### config.mk
export PLATFORM = sky130hd
export DESIGN_NAME = intersection_ctrl
export DESIGN_NICKNAME = d
export VERILOG_FILES = /design/src/rtl/intersection_pkg.sv /design/src/rtl/phase_timer.sv /design/src/rtl/intersection_ctrl.sv
export SDC_FILE = /design/constraint.sdc
export NUM_CORES = 1
export LEC_CHECK = 0
export ABC_AREA = 1
export BUFFER_PORTS_ARGS = -buffer_cell sky130_fd_sc_hd__buf_2
export CELL_PAD_IN_SITES_DETAIL_PLACEMENT = 1
export CELL_PAD_IN_SITES_GLOBAL_PLACEMENT = 1
export CORE_UTILIZATION = 39
export CTS_CLUSTER_DIAMETER = 120
export DETAILED_ROUTE_END_ITERATION = 7
export GPL_ROUTABILITY_DRIVEN = 0
export GPL_TIMING_DRIVEN = 0
export PLACE_DENSITY = 0.82
export SYNTH_ARGS = -nofsm -noshare
export SYNTH_HDL_FRONTEND = slang
export SYNTH_HIERARCHICAL = 1
export SYNTH_SLANG_ARGS = --single-unit
export TNS_END_PERCENT = 10
### constraint.sdc
create_clock -name clk -period 2.1 [get_ports clk]
set_input_delay 0 -clock clk [delete_from_list [all_inputs] [get_ports clk]]
set_output_delay 0 -clock clk [all_outputs]
set_load 0.005 [all_outputs]
### src/rtl/intersection_pkg.sv
// Shared state encoding and default phase durations for the intersection controller.
// Latency: n/a (types and constants only).
// Backpressure: n/a.
package intersection_pkg;

  typedef enum logic [2:0] {
    IDLE = 3'd0,
    NS_G = 3'd1,
    NS_Y = 3'd2,
    AR1  = 3'd3,
    EW_G = 3'd4,
    EW_Y = 3'd5,
    AR2  = 3'd6,
    WALK = 3'd7
  } state_e;

  localparam int DEF_GREEN_CYC  = 8;
  localparam int DEF_YELLOW_CYC = 3;
  localparam int DEF_ALLRED_CYC = 2;
  localparam int DEF_WALK_CYC   = 5;
  localparam int DEF_CNT_W      = 8;

endpackage

### src/rtl/phase_timer.sv
// Loadable down-counter that times one phase; zero flags the last cycle of the phase.
// Latency: load/decrement visible one clk after the request.
// Backpressure: en=0 holds the value; load has priority over en.
module phase_timer #(
  parameter int CNT_W = 8
) (
  input  logic             clk,
  input  logic             rst_n,
  input  logic             load,
  input  logic [CNT_W-1:0] load_val,
  input  logic             en,
  output logic [CNT_W-1:0] value,
  output logic             zero
);

  logic [CNT_W-1:0] value_q;
  logic [CNT_W-1:0] value_d;

  // Next count: load wins, otherwise decrement while enabled and not yet at zero.
  always_comb begin
    value_d = value_q;
    if (load) begin
      value_d = load_val;
    end else if (en && (value_q != '0)) begin
      value_d = value_q - 1'b1;
    end
  end

  // Count register.
  always_ff @(posedge clk or negedge rst_n) begin
    if (!rst_n) begin
      value_q <= '0;
    end else begin
      value_q <= value_d;
    end
  end

  assign value = value_q;
  assign zero  = (value_q == '0);

endmodule

### src/rtl/intersection_ctrl.sv
// Two-way traffic light sequencer with a latched pedestrian walk phase.
// Latency: lamps are a Moore decode of the state register (change one clk after the deciding edge).
// Backpressure: start=0 freezes state, timer and lamps; ped_req is latched regardless of start.
module intersection_ctrl
  import intersection_pkg::*;
#(
  parameter int GREEN_CYC  = DEF_GREEN_CYC,
  parameter int YELLOW_CYC = DEF_YELLOW_CYC,
  parameter int ALLRED_CYC = DEF_ALLRED_CYC,
  parameter int WALK_CYC   = DEF_WALK_CYC,
  parameter int CNT_W      = DEF_CNT_W
) (
  input  logic       clk,
  input  logic       rst_n,
  input  logic       start,
  input  logic       ped_req,
  output logic       ns_r,
  output logic       ns_y,
  output logic       ns_g,
  output logic       ew_r,
  output logic       ew_y,
  output logic       ew_g,
  output logic       walk,
  output logic [2:0] phase,
  output logic       ped_pending
);

  // Timer holds cycles remaining after the current one, hence the -1.
  localparam logic [CNT_W-1:0] GREEN_LD  = CNT_W'(GREEN_CYC - 1);
  localparam logic [CNT_W-1:0] YELLOW_LD = CNT_W'(YELLOW_CYC - 1);
  localparam logic [CNT_W-1:0] ALLRED_LD = CNT_W'(ALLRED_CYC - 1);
  localparam logic [CNT_W-1:0] WALK_LD   = CNT_W'(WALK_CYC - 1);

  state_e           state_q;
  state_e           state_d;
  logic             ped_pending_q;
  logic             ped_pending_d;
  logic             adv;
  logic             tmr_load;
  logic [CNT_W-1:0] tmr_val;
  logic             tmr_en;
  logic [CNT_W-1:0] tmr_value;
  logic             tmr_zero;

  phase_timer #(.CNT_W(CNT_W)) u_timer (
    .clk      (clk),
    .rst_n    (rst_n),
    .load     (tmr_load),
    .load_val (tmr_val),
    .en       (tmr_en),
    .value    (tmr_value),
    .zero     (tmr_zero)
  );

  // Next state, timer control and pedestrian latch.
  always_comb begin
    state_d       = state_q;
    ped_pending_d = ped_pending_q;
    tmr_val       = '0;
    adv           = start && ((state_q == IDLE) || tmr_zero);

    if (adv) begin
      case (state_q)
        IDLE:    state_d = NS_G;
        NS_G:    state_d = NS_Y;
        NS_Y:    state_d = AR1;
        AR1:     state_d = EW_G;
        EW_G:    state_d = EW_Y;
        EW_Y:    state_d = AR2;
        AR2:     state_d = ped_pending_q ? WALK : NS_G;
        WALK:    state_d = NS_G;
        default: state_d = IDLE;
      endcase
    end

    case (state_d)
      NS_G, EW_G: tmr_val = GREEN_LD;
      NS_Y, EW_Y: tmr_val = YELLOW_LD;
      AR1, AR2:   tmr_val = ALLRED_LD;
      WALK:       tmr_val = WALK_LD;
      default:    tmr_val = '0;
    endcase

    tmr_load = adv;
    tmr_en   = start && !adv;

    // Entering WALK serves the request; a request on that same edge is absorbed by it.
    if (adv && (state_d == WALK)) begin
      ped_pending_d = 1'b0;
    end else if (ped_req && (state_q != WALK)) begin
      ped_pending_d = 1'b1;
    end
  end

  // State and pedestrian latch registers.
  always_ff @(posedge clk or negedge rst_n) begin
    if (!rst_n) begin
      state_q       <= IDLE;
      ped_pending_q <= 1'b0;
    end else begin
      state_q       <= state_d;
      ped_pending_q <= ped_pending_d;
    end
  end

  // Moore lamp decode: each direction is red unless in its own green/yellow.
  always_comb begin
    ns_g = (state_q == NS_G);
    ns_y = (state_q == NS_Y);
    ns_r = !(ns_g || ns_y);
    ew_g = (state_q == EW_G);
    ew_y = (state_q == EW_Y);
    ew_r = !(ew_g || ew_y);
    walk = (state_q == WALK);
  end

  assign phase       = state_q;
  assign ped_pending = ped_pending_q;

endmodule

==> results.sh <==
export IMPL_clkTransAtPathRegs_ns=0.09
export IMPL_synthSimpleGateAreaFrac_pct=48.0
export IMPL_drc=0
export IMPL_finalWirelength_um=2990
export IMPL_pwr_share_comb_pct=68.6
export IMPL_synth_avg_cell_area_sq_um=6.52
export IMPL_ys_types=24
export IMPL_cts_max_path_buffers=2
export IMPL_r2r_end="u_timer/value[0]"
export IMPL_slowest_delay_ns=0.44
export IMPL_fin_ws_ns=0.142
export IMPL_slowest_stage="dfrtp_1"
export IMPL_via_per_inst=5.10
export IMPL_nNetsFinal=199
export IMPL_synth_warnings=6
export IMPL_wl_per_cell_um=13.4
export IMPL_final_core_util_pct=51.4
export IMPL_crit_chain="nor2_2 -> nand2_2 -> nor2_2 -> inv_2 -> a21oi_4 -> buf_4 -> clkbuf_2 -> o21ai_0 -> nand2_1 -> o21ai_1"
export IMPL_swShare_pct=53.8
export IMPL_critical_path_class="flop to flop"
export IMPL_grt_ovfl_total=0
export IMPL_clock_sinks=12
export IMPL_pre_cts_slack_ns=-0.136
export IMPL_die_area_sq_mm=0.00292
export IMPL_cp_startpoint="u_timer/value[5]"
export IMPL_worst_setup_path_start_kind="flop"
export IMPL_seq_area_frac_synth_pct=28.4
export IMPL_reg2reg_depth=10
export IMPL_dp_cells=210
export IMPL_grt_pass1_vias=1096
export IMPL_period_minus_slack_ns=1.96
export IMPL_htree_levels=1
export IMPL_crit_end="u_timer/value[0]"
export IMPL_drive_gt1_share_pct=31.8
export IMPL_die_height_um=54.0
export IMPL_pwr_share_clk_pct=9.2
export IMPL_finalSetupViolations=0
export IMPL_synth_xor_area_share_pct=0.829
export IMPL_fmax_mhz=511
export IMPL_grt_pass1_wl_um=4730
export IMPL_worst_ir_drop_vdd_uv=768
export IMPL_reg2reg_from="u_timer/value[5]"
export IMPL_initial_core_util_pct=41.9
export IMPL_path_buf_inv=3
export IMPL_coreArea_sq_mm=0.00252
export IMPL_switching_power_w=0.00115
export IMPL_diodes=0
export IMPL_grt_usage_pct=23.0
export IMPL_fin_setup_tns_ns=0
export IMPL_critPathCaptureType="flop"
export IMPL_status="completed"
export IMPL_holdWs_ns=0.0662
export IMPL_cts_buffers=3
export IMPL_hold_violations=0
export IMPL_area_delta_synth_final_pct=22.9
export IMPL_netlist_instances=162
export IMPL_crit_path_max_fanout=10
export IMPL_p_seq_share_pct=22.2
export IMPL_drtIter0Drc=16
export IMPL_rrSetupSlack_ns=0.14
export IMPL_power_internal_w=0.000991
export IMPL_path_depth=10
export IMPL_clock_skew_ns=0.000589
export IMPL_critical_path_top_delay_family="simple AND/OR/NAND/NOR gates"
export IMPL_port_buffers=14
export IMPL_instances_no_fill=222
export IMPL_antenna_found_initial=0
export IMPL_dr_pass1_iters=4
export IMPL_syn_area_sq_mm=0.00106
export IMPL_synthAdderAreaFrac_pct=2.37
export IMPL_vias=1132
export IMPL_io_pins=15
export IMPL_synth_top_family_by_area="simple AND/OR/NAND/NOR gates"
export IMPL_critical_path_required_ns=2.28
export IMPL_worstPathArrival_ns=2.14
export IMPL_hp_class="input port to flop"
export IMPL_p_leak_nw=0.703
export IMPL_rows=18
export IMPL_grt_max_degree=13
export IMPL_die_w_um=54.0
export IMPL_ant_nets=0
export IMPL_synth_mux_area_share_pct=0
export IMPL_cap_viol_max_count=0
export IMPL_cts_root_buf="clkbuf_4"
export IMPL_powerDensity_mw_per_mm2=1650
export IMPL_cts_tree="done"
export IMPL_ys_ff_latch=12
export IMPL_period_share_pct=93.2
export IMPL_finalMaxSlewViolations=0
export IMPL_path_common_cell="nor2_2"
export IMPL_clk_latency_ns=0.28
export IMPL_synth_compound_area_share_pct=9.00
export IMPL_post_dp_hpwl_um=2220
export IMPL_holdPathStages=3
[metal layers]
| layer | GRT usage, % | wire [um] | up-vias | share of wire, % |
|---|---|---|---|---|
| met4 | 10.3 | 38 | 0 | 1.3 |
| li1 | - | - | 560 | - |
| met3 | 3.39 | 72 | 4 | 2.4 |
| met5 | 0 | 0 | - | 0 |
| met2 | 38.9 | 1600 | 16 | 54 |
| met1 | 28.5 | 1270 | 552 | 43 |
[power by group through the flow]
stage,clock (W),sequential (W),combinational [W]
floorplan,0,0.000439,0.00105
global placement,0,0.000462,0.00128
detailed placement,0,0.000469,0.00137
CTS,0.000203,0.000467,0.00138
global route,0.000213,0.000499,0.00166
finish,0.000198,0.000476,0.00147
[timing repair]
action | CTS | global route
buffers inserted | 0 | 6
pin swaps | 0 | 3
hold endpoints to repair | 13 | 0
hold buffers | 2 | 0
gates resized for setup | 2 | 5
setup endpoints to repair | 6 | 6
[per-stage QoR]
step / area (sq um) / power [W]
after CTS: 1240 / 0.00205
after floorplan: 1070 / 0.00149
after global routing: 1300 / 0.00237
final: 1300 / 0.00215
after detailed placement: 1180 / 0.00183
after global placement: 1180 / 0.00174
[synthesized netlist by cell type]
| master | count | area [sq um] |
|---|---|---|
| a21oi_1 | 2 | 10.0 |
| a21oi_4 | 1 | 16.3 |
| buf_4 | 1 | 7.51 |
| clkbuf_1 | 1 | 3.75 |
| clkinv_2 | 2 | 10.0 |
| conb_1 | 1 | 3.75 |
| dfrtp_1 | 12 | 300 |
| ha_1 | 2 | 25.0 |
| inv_1 | 20 | 75.1 |
| inv_2 | 2 | 7.51 |
| inv_4 | 2 | 12.5 |
| nand2_1 | 48 | 180 |
| nand2_2 | 9 | 56.3 |
| nand2_4 | 6 | 67.6 |
| nand3_1 | 19 | 95.1 |
| nand3_2 | 1 | 10.0 |
| nand4_1 | 2 | 12.5 |
| nor2_1 | 16 | 60.1 |
| nor2_2 | 4 | 25.0 |
| o21ai_0 | 5 | 25.0 |
| o21ai_1 | 2 | 10.0 |
| o21ai_2 | 2 | 17.5 |
| o21ai_4 | 1 | 16.3 |
| xnor2_1 | 1 | 8.76 |
[registers in the layout (all words and copies together) (netlist names)]
name	flops
phase	3
u_timer/value	8
ped_pending	1
[cell usage in the layout, fill, tap and decap left out, drive strengths merged]
cell	synthesis	layout
dlygate4sd3	0	2
clkinv	2	2
nand3	20	20
ha	2	2
nand4	2	2
clkbuf	1	5
nand2	63	63
o21ai	10	10
nor2	20	20
inv	24	24
conb	1	5
dfrtp	12	12
buf	1	21
xnor2	1	1
a21oi	3	3
[worst min-delay path by stage]
| stage | startpoint | endpoint |
|---|---|---|
| 3_3_place_gp | rst_n | u_timer/value[7] |
| 6_report | start | phase[0] |
| 2_1_floorplan | rst_n | ped_pending |
| 3_5_place_dp | rst_n | u_timer/value[7] |
| 5_1_grt | start | phase[0] |
| 4_1_cts | start | phase[1] |
[cell families after synthesis]
logic type / Yosys count
other: 1
and+or+nand+nor: 105
xor gates and xnor gates: 1
buffers and inverters: 28
adders and majority gates: 2
AOI/OAI and AO/OA: 13
DFF: 12
[layout make-up]
| class | instances | area, sq um |
|---|---|---|
| clock buffer | 4 | 36.3 |
| buffer | 2 | 12.5 |
| fill | 359 | 1220 |
| timing repair buffer | 22 | 135 |
| tap | 30 | 37.5 |
| multi-input combinational | 126 | 669 |
| inverter | 26 | 105 |
| sequential | 12 | 302 |
[tightest hold or removal path, stage by stage]
cell and delay (ns):
buf_2 0.13, nand3_2 0.10, nand2_4 0.07
No activity file was read; power rests on OpenSTA's default activity.
